[config.mk]
export PLATFORM = sky130hd
export DESIGN_NAME = alu32_dispatch
export DESIGN_NICKNAME = d
export VERILOG_FILES = /design/src/rtl/alu32_dispatch.sv
export SDC_FILE = /design/constraint.sdc
export NUM_CORES = 1
export LEC_CHECK = 0
export ABC_AREA = 1
export CORE_UTILIZATION = 46
export CTS_CLUSTER_SIZE = 28
export DETAILED_ROUTE_END_ITERATION = 16
export MAX_ROUTING_LAYER = met4
export PLACE_DENSITY_LB_ADDON = 0.2
export SYNTH_ARGS = -nofsm -noshare
export SYNTH_HDL_FRONTEND = slang
export SYNTH_SLANG_ARGS = --single-unit
[constraint.sdc]
create_clock -name clk -period 3.1 [get_ports clk]
set_input_delay 0.62 -clock clk [delete_from_list [all_inputs] [get_ports clk]]
set_output_delay 0.62 -clock clk [all_outputs]
set_load 0.005 [all_outputs]
[src/rtl/alu32_dispatch.sv]
// alu32_dispatch: command-side initiator for the alu32 compute unit.
// Accepts keyed commands, drives the ALU until its key_out matches the issued
// key (or a timeout expires), clears the ALU for one cycle and returns the
// result on a valid/ready response stream.
// Optional build macro ALU_DISPATCH_SKID_EN adds a one-entry command buffer so
// a command can be accepted while an operation is still in flight.
module alu32_dispatch #(
  parameter int unsigned TIMEOUT_CYCLES = 16,
  parameter logic [7:0]  OP_ADD         = 8'h01,
  parameter logic [7:0]  OP_SUB         = 8'h02,
  parameter logic [7:0]  OP_MUL         = 8'h03
) (
  input  logic        clk,
  input  logic        rst,
  input  logic        cmd_valid,
  output logic        cmd_ready,
  input  logic [7:0]  cmd_op,
  input  logic [7:0]  cmd_key,
  input  logic [31:0] cmd_a,
  input  logic [31:0] cmd_b,
  output logic        alu_en,
  output logic        alu_clr,
  output logic [7:0]  alu_op,
  output logic [7:0]  alu_key,
  output logic [31:0] alu_a,
  output logic [31:0] alu_b,
  input  logic [31:0] alu_out,
  input  logic [7:0]  alu_key_out,
  output logic        res_valid,
  input  logic        res_ready,
  output logic [7:0]  res_key,
  output logic [31:0] res_data,
  output logic        res_err
);

  typedef enum logic [1:0] {
    S_IDLE  = 2'd0,
    S_WAIT  = 2'd1,
    S_CLEAR = 2'd2,
    S_RESP  = 2'd3
  } state_t;

  localparam logic [7:0] TIMEOUT_LAST = 8'(TIMEOUT_CYCLES - 1);

  // Opcodes are forwarded to the ALU unchanged; the named codes are not decoded here.
  logic unused_opcodes_s;
  assign unused_opcodes_s = ^{OP_ADD, OP_SUB, OP_MUL};

  state_t      state_q, state_d;
  logic [7:0]  op_q, op_d;
  logic [7:0]  key_q, key_d;
  logic [31:0] a_q, a_d;
  logic [31:0] b_q, b_d;
  logic [7:0]  cnt_q, cnt_d;
  logic [7:0]  res_key_q, res_key_d;
  logic [31:0] res_data_q, res_data_d;
  logic        res_err_q, res_err_d;
  // Set when the response was already handed off during CLEAR.
  logic        taken_q, taken_d;

  // Command source seen by IDLE (buffer entry first in the skid build).
  logic        load_s;
  logic [7:0]  src_op_s;
  logic [7:0]  src_key_s;
  logic [31:0] src_a_s;
  logic [31:0] src_b_s;
  logic        cmd_fire_s;
  logic        match_s;
  logic        timeout_s;

`ifdef ALU_DISPATCH_SKID_EN
  logic        buf_full_q, buf_full_d;
  logic [7:0]  buf_op_q, buf_op_d;
  logic [7:0]  buf_key_q, buf_key_d;
  logic [31:0] buf_a_q, buf_a_d;
  logic [31:0] buf_b_q, buf_b_d;

  // In IDLE the entry is freed in the same cycle, so a new command always fits.
  assign cmd_ready  = !buf_full_q || (state_q == S_IDLE);
  assign cmd_fire_s = cmd_valid && cmd_ready;
  assign load_s     = (state_q == S_IDLE) && (buf_full_q || cmd_valid);
  assign src_op_s   = buf_full_q ? buf_op_q  : cmd_op;
  assign src_key_s  = buf_full_q ? buf_key_q : cmd_key;
  assign src_a_s    = buf_full_q ? buf_a_q   : cmd_a;
  assign src_b_s    = buf_full_q ? buf_b_q   : cmd_b;

  // Skid buffer next-state: store commands that cannot be loaded directly.
  always_comb begin
    buf_full_d = buf_full_q;
    buf_op_d   = buf_op_q;
    buf_key_d  = buf_key_q;
    buf_a_d    = buf_a_q;
    buf_b_d    = buf_b_q;
    if ((state_q == S_IDLE) && !buf_full_q) begin
      buf_full_d = 1'b0;
    end else if (cmd_fire_s) begin
      buf_full_d = 1'b1;
      buf_op_d   = cmd_op;
      buf_key_d  = cmd_key;
      buf_a_d    = cmd_a;
      buf_b_d    = cmd_b;
    end else if (state_q == S_IDLE) begin
      buf_full_d = 1'b0;
    end else begin
      buf_full_d = buf_full_q;
    end
  end

  // Skid buffer registers.
  always_ff @(posedge clk) begin
    if (rst) begin
      buf_full_q <= 1'b0;
      buf_op_q   <= 8'h00;
      buf_key_q  <= 8'h00;
      buf_a_q    <= 32'h0000_0000;
      buf_b_q    <= 32'h0000_0000;
    end else begin
      buf_full_q <= buf_full_d;
      buf_op_q   <= buf_op_d;
      buf_key_q  <= buf_key_d;
      buf_a_q    <= buf_a_d;
      buf_b_q    <= buf_b_d;
    end
  end
`else
  assign cmd_ready  = (state_q == S_IDLE);
  assign cmd_fire_s = cmd_valid && cmd_ready;
  assign load_s     = cmd_fire_s;
  assign src_op_s   = cmd_op;
  assign src_key_s  = cmd_key;
  assign src_a_s    = cmd_a;
  assign src_b_s    = cmd_b;
`endif

  assign match_s   = (alu_key_out == key_q);
  assign timeout_s = (cnt_q == TIMEOUT_LAST);

  // FSM next-state and response capture.
  always_comb begin
    state_d    = state_q;
    op_d       = op_q;
    key_d      = key_q;
    a_d        = a_q;
    b_d        = b_q;
    cnt_d      = cnt_q;
    res_key_d  = res_key_q;
    res_data_d = res_data_q;
    res_err_d  = res_err_q;
    taken_d    = taken_q;
    case (state_q)
      S_IDLE: begin
        if (load_s) begin
          op_d    = src_op_s;
          key_d   = src_key_s;
          a_d     = src_a_s;
          b_d     = src_b_s;
          cnt_d   = 8'd0;
          taken_d = 1'b0;
          if (src_key_s != 8'h00) begin
            state_d = S_WAIT;
          end else begin
            // Illegal key: answer with an error, never touch the ALU.
            state_d    = S_RESP;
            res_err_d  = 1'b1;
            res_key_d  = 8'h00;
            res_data_d = 32'h0000_0000;
          end
        end else begin
          state_d = S_IDLE;
        end
      end
      S_WAIT: begin
        cnt_d = cnt_q + 8'd1;
        if (match_s) begin
          // Match has priority over a coincident timeout.
          res_data_d = alu_out;
          res_key_d  = key_q;
          res_err_d  = 1'b0;
          state_d    = S_CLEAR;
        end else if (timeout_s) begin
          res_data_d = 32'h0000_0000;
          res_key_d  = key_q;
          res_err_d  = 1'b1;
          state_d    = S_CLEAR;
        end else begin
          state_d = S_WAIT;
        end
      end
      S_CLEAR: begin
        state_d = S_RESP;
        taken_d = res_ready;
      end
      S_RESP: begin
        if (taken_q || res_ready) begin
          state_d = S_IDLE;
          taken_d = 1'b0;
        end else begin
          state_d = S_RESP;
        end
      end
      default: begin
        state_d = S_IDLE;
        taken_d = 1'b0;
      end
    endcase
  end

  // FSM state and holding registers.
  always_ff @(posedge clk) begin
    if (rst) begin
      state_q    <= S_IDLE;
      op_q       <= 8'h00;
      key_q      <= 8'h00;
      a_q        <= 32'h0000_0000;
      b_q        <= 32'h0000_0000;
      cnt_q      <= 8'd0;
      res_key_q  <= 8'h00;
      res_data_q <= 32'h0000_0000;
      res_err_q  <= 1'b0;
      taken_q    <= 1'b0;
    end else begin
      state_q    <= state_d;
      op_q       <= op_d;
      key_q      <= key_d;
      a_q        <= a_d;
      b_q        <= b_d;
      cnt_q      <= cnt_d;
      res_key_q  <= res_key_d;
      res_data_q <= res_data_d;
      res_err_q  <= res_err_d;
      taken_q    <= taken_d;
    end
  end

  // ALU drive: held operands only in WAIT; enable drops in the match cycle.
  assign alu_en  = (state_q == S_WAIT) && (alu_key_out != key_q);
  assign alu_clr = (state_q == S_CLEAR);
  assign alu_op  = (state_q == S_WAIT) ? op_q  : 8'h00;
  assign alu_key = (state_q == S_WAIT) ? key_q : 8'h00;
  assign alu_a   = (state_q == S_WAIT) ? a_q   : 32'h0000_0000;
  assign alu_b   = (state_q == S_WAIT) ? b_q   : 32'h0000_0000;

  // Response is valid from CLEAR until handed off.
  assign res_valid = (state_q == S_CLEAR) || ((state_q == S_RESP) && !taken_q);
  assign res_key   = res_key_q;
  assign res_data  = res_data_q;
  assign res_err   = res_err_q;

endmodule

Word level (Yosys, flattened, before mapping)
Index checks and enable logic that the tools add are counted.
{"block": "totals", "ram_bits": 0, "latch_bits": 0, "memories": 0, "romBits": 0, "reg_bits": 132, "word_cells": 65}
{"block": "classes", "n_shift": 0, "mux": 30, "n_div": 0, "bitwise": 0, "magnitude_cmp": 0, "n_eq_ne": 10, "n_mul": 0, "reduce_logical": 14, "n_addsub": 1}
{"cell": "$mux 32", "n": 6}
{"cell": "$pmux 32 s2", "n": 1}
{"cell": "$mux 8", "n": 7}
{"cell": "$pmux 8 s2", "n": 2}
{"cell": "$mux 2", "n": 5}
{"cell": "$add 8x1->8 const B", "n": 1}
{"cell": "$eq 8x4->1 const B", "n": 1}
{"cell": "$eq 8x8->1", "n": 1}
{"cell": "$ne 8x8->1", "n": 1}
{"cell": "$pmux 2 s4", "n": 1}
{"cell": "$reduce_bool 8->1", "n": 1}
{"cell": "$mux 1", "n": 6}
{"cell": "$eq 2x2->1 const B", "n": 2}
{"cell": "$ne 2x2->1 const B", "n": 2}
{"cell": "$reduce_and 2->1", "n": 2}
{"cell": "$reduce_and 4->1", "n": 1}
{"cell": "$logic_and 1x1->1", "n": 3}
{"cell": "$ne 3x3->1 const B", "n": 1}
{"cell": "$pmux 1 s3", "n": 1}
{"cell": "$reduce_and 3->1", "n": 1}
{"cell": "$reduce_bool 3->1", "n": 1}
{"cell": "$eq 2x1->1 const B", "n": 1}
{"cell": "$logic_not 2->1", "n": 1}
{"cell": "$logic_or 1x1->1", "n": 2}
{"cell": "4 further kinds", "n": 4}

Longest topological paths before layout
{"block": "depth", "ltp_word": 4, "depth_mapped": 13, "ltp_nobuf": 12}

Least setup slack after synthesis
OpenSTA, ideal clock, no wires.
{"block": "synth_timing", "path_kind": "input port to output port", "startpoint": "input port alu_key_out[3]", "endpoint": "output port alu_en", "t_arrival_ps": 1310, "cell_stages": 8, "slack_ps": 1170, "t_required_ps": 2480, "path_cell_list": "inv_1 nand2_1 nand2_1 nor2_1 nand2_1 nor2_4 buf_6 nor2_1"}
{"block": "synth_between", "elab_chain_cells": 2}
{"item": "from (decl)", "line": "28", "text": "input logic [7:0] alu_key_out,"}
{"item": "$ne 8x8->1", "line": "236", "text": "assign alu_en = (state_q == S_WAIT) && (alu_key_out != key_q);"}
{"item": "$logic_and 1x1->1", "line": "236"}
{"item": "to (decl)", "line": "21", "text": "output logic alu_en,"}
Every way passes these cells.

Final worst setup path
{"block": "layout_timing", "startpoint": "register state_q[0]", "endpoint": "output port alu_b[25]"}
{"block": "layout_between", "elab_chain_cells": 2}
{"item": "from (decl)", "line": "49", "text": "state_t state_q, state_d;"}
{"item": "from (signal assigned)", "line": "222", "text": "state_q <= state_d;"}
{"item": "$eq 2x1->1", "line": "241", "text": "assign alu_b = (state_q == S_WAIT) ? b_q : 32'h0000_0000;"}
{"item": "$mux 32", "line": "241"}
{"item": "to (decl)", "line": "26", "text": "output logic [31:0] alu_b,"}
Every way passes these cells.

==> flow_metrics.py <==
metrics = {
    "place": {
        "dp_hpwl_um": 11400,
        "placed_cells": 1232,
        "portBuffers": 248,
        "post-place-ws_ns": 0.330,
        "gp_congestion": 0.777,
    },
    "critical_path": {
        "critical_path.top_delay_family": "buffers and inverters",
        "crit_chain": "nand2_2 > buf_12 > nor2_1 > clkdlybuf4s50_1",
        "path_class": "reg2out",
        "r2r-start": "state_q[0]$_SDFF_PP0_",
        "worstPathArrival_ns": 2.16,
        "crit_path_top_delay_cell": "clkdlybuf4s50_1",
        "reg2reg_slack_ns": 1.06,
        "critPathLaunchType": "flip-flop",
        "cpPeakStageDelay_ns": 0.54,
        "cp.required_ns": 2.48,
        "cp_num_buf_inv": 2,
        "rr_worst_depth": 7,
        "r2r_end": "res_data[19]$_SDFFE_PP0P_",
        "cp_max_fo": 70,
        "endpoint_kind": "output pin",
    },
    "sta": {
        "finalCritPeriodShare_pct": 89.7,
        "period_needed_ns": 2.78,
        "final-setup-viol-count": 0,
        "final_hold_viol_count": 0,
        "worstMarginPinSlew_ns": 0.480,
        "fin_worst_skew_ns": 0.00590,
        "setup_ws_ns": 0.318,
        "slew_headroom_pct": 68.0,
        "drv_slew": 0,
        "fmax_ghz": 0.359,
        "rsz0062_at_grt": "no",
        "tns_ns": 0,
    },
    "yosys": {
        "syn_inst": 854,
        "synth_top_family_by_area": "simple AND/OR/NAND/NOR gates",
        "ys_ff_latch": 132,
        "synthDistinctLibCells": 28,
        "syn_area_per_cell_um2": 6.91,
        "muxShareOfSynthArea_pct": 0,
        "synthesis.area_mm2": 0.00590,
        "synth_compound_area_share_pct": 18.1,
        "synth_fa_ha_area_share_pct": 0.212,
        "synthSimpleGateAreaFrac_pct": 23.9,
        "yosysWarningCount": 0,
        "synth_seq_area_share_pct": 44.8,
        "syn_nets": 979,
        "synthXorXnorAreaFrac_pct": 0.297,
    },
    "cts": {
        "htree_levels": 4,
        "numCtsBuffers": 17,
        "cts_tree": "built",
        "cts.path.max_buffers": 2,
        "cts_setup_buffers": 0,
        "tritoncts_num_sinks": 132,
        "clkTransAtPathRegs_ns": 0.05,
        "cts_resized": 0,
        "cts-root-buf": "clkbuf_16",
        "insertion_delay_ns": 0.40,
        "postCtsHoldBufs": 0,
    },
    "run": {
        "maxCapViolations": 0,
    },
    "routing": {
        "avgRoutedWirePerCell_um": 12.6,
        "drt_iter0_markers": 339,
        "post_drt_via_cell_ratio": 4.73,
        "drc_errors": 0,
        "wl_um": 15900,
        "drt_pass1_iterations": 5,
        "ant_nets": 0,
        "num_vias": 5967,
    },
    "pwr": {
        "ir_drop_v": 0.000376,
        "power_leakage_nw": 3.63,
        "powerDensity_mw_per_mm2": 517,
    },
    "cells_and_area": {
        "area_growth_pct": 53.4,
        "ff_latch_area_mm2": 0.00264,
        "num_antenna_cells": 0,
        "drive_above_1_share_pct": 5.50,
        "nets": 1204,
        "fillers": 1066,
        "multi_input_area_mm2": 0.00250,
        "final_cells": 1262,
        "utilization_pct": 72.0,
    },
    "global_route": {
        "antenna_found_initial": 0,
        "grt_max_degree": 77,
        "grt.overflow.total": 0,
        "grt_pass1_vias": 5430,
        "grt_pass1_wl_um": 25300,
        "grt-busiest-layer": "met2",
        "use_met1_pct": 28.6,
        "track_usage_pct": 25.1,
        "gr-usage-met3_pct": 7.91,
        "gr-usage-met2_pct": 41.0,
    },
    "worst_hold_path": {
        "min_to": "a_q[26]$_SDFFE_PP0P_",
        "whs_path_depth": 2,
        "worstHoldPathType": "reg2reg",
        "worstHoldStart": "a_q[26]$_SDFFE_PP0P_",
    },
    "floorplan": {
        "die_h_um": 115,
        "coreArea_mm2": 0.0126,
        "io_pins": 249,
        "dieArea_mm2": 0.0133,
        "start_util_pct": 46.9,
        "row_count": 41,
        "die_w_um": 115,
    },
    "run_status": {
        "status": "finished, final reports clean",
    },
}
Yosys cell counts:
cell type | n | area, um^2
clkbuf_1 | 29 | 109
a221oi_1 | 1 | 8.76
xnor2_1 | 2 | 17.5
nand2_1 | 99 | 372
inv_2 | 7 | 26.3
nor2_8 | 2 | 40.0
nor2_4 | 2 | 22.5
dfxtp_1 | 132 | 2640
nor2_2 | 1 | 6.26
a211oi_1 | 1 | 7.51
nand3_2 | 1 | 10.0
nand2_2 | 4 | 25.0
ha_1 | 1 | 12.5
nand3b_1 | 8 | 60.1
buf_4 | 7 | 52.6
nand4_1 | 2 | 12.5
nor3_1 | 3 | 15.0
nor2_1 | 153 | 574
buf_1 | 1 | 3.75
o21ai_0 | 84 | 420
inv_1 | 112 | 420
nor4_1 | 1 | 6.26
o211ai_1 | 1 | 7.51
buf_2 | 19 | 95.1
a31oi_1 | 1 | 6.26
a21oi_1 | 123 | 616
buf_6 | 4 | 45.0
nand3_1 | 53 | 265
worst min-delay path, stage by stage (launching register included):
cell     delay, ns
dfxtp_1       0.29
inv_1         0.06
a21oi_1       0.05
power by group:
part	internal, W	leakage, nW	switching [W]
clock network	0.00124	0.270	0.000670
registers	0.00184	1.09	0.0000535
logic	0.000458	2.27	0.000420
total	0.00354	3.63	0.00114
how the worst max path moves through the flow:
stage	from	to	slack, ns	cells past startpoint
after floorplan	alu_key_out[3]	alu_en	1.17	8
after global placement	alu_key_out[0]	alu_en	0.39	10
after detailed placement	alu_key_out[0]	alu_en	0.33	10
after CTS	state_q[0]$_SDFF_PP0_	alu_b[4]	0.30	4
after global routing	alu_key_out[0]	alu_en	0.22	10
final	state_q[0]$_SDFF_PP0_	alu_b[25]	0.32	4
cells by family after synthesis:
group	count (synthesis)
adder cells (fa/ha/maj)	1
XOR/XNOR	2
flip-flops	132
AO/OA/AOI/OAI	211
AND/OR/NAND/NOR	329
buffers and inverters	179
cell usage in the layout, fill, tap and decap left out, types with 2 or more instances in the layout:
| cell | instances |
|---|---|
| clkdlybuf4s50_1 | 248 |
| nor2_1 | 153 |
| dfxtp_1 | 132 |
| a21oi_1 | 123 |
| inv_1 | 111 |
| nand2_1 | 99 |
| o21ai_0 | 84 |
| nand3_1 | 53 |
| clkbuf_16 | 17 |
| buf_4 | 13 |
| nand3b_1 | 8 |
| inv_2 | 7 |
| clkbuf_1 | 6 |
| buf_12 | 5 |
| nand2_2 | 4 |
| nor3_1 | 3 |
| clkbuf_8 | 3 |
| nor2_4 | 2 |
| clkinv_2 | 2 |
| nand4_1 | 2 |
| nor2_8 | 2 |
| xnor2_1 | 2 |
| bufinv_16 | 2 |
cell type report:
| cell class | count | share of cell area, % |
|---|---|---|
| Tap cell | 172 | 2.38 |
| Inverter | 119 | 4.95 |
| Multi-Input combinational cell | 543 | 27.7 |
| Sequential cell | 132 | 29.2 |
| Timing Repair Buffer | 266 | 29.6 |
| Clock inverter | 4 | 0.802 |
| Clock buffer | 26 | 5.40 |
registers in the layout, summed over array words and instances, names as in the netlist:
name	flops
res_err	1
state_q	2
cnt_q	8
op_q	8
b_q	32
res_data	32
res_key	8
key_q	8
taken_q	1
a_q	32
metrics by stage:
stage | power, W | hold WS (ns) | instance area (um^2)
2_1_floorplan | 0.00237 | 0.429 | 5900
3_3_place_gp | 0.00280 | 0.436 | 8490
3_5_place_dp | 0.00281 | 0.443 | 8490
4_1_cts | 0.00473 | 0.451 | 9050
5_1_grt | 0.00492 | 0.465 | 9050
6_report | 0.00468 | 0.448 | 9050
metal layers:
layer / part of all wire (%) / vias to the layer above / routed length (um)
li1: - / 3155 / -
met1: 43 / 2611 / 6870
met2: 48 / 187 / 7600
met3: 7.5 / 14 / 1190
met4: 1.2 / 0 / 194
met5: 0 / - / 0
Note: power is estimated with default switching activity, not from simulation.
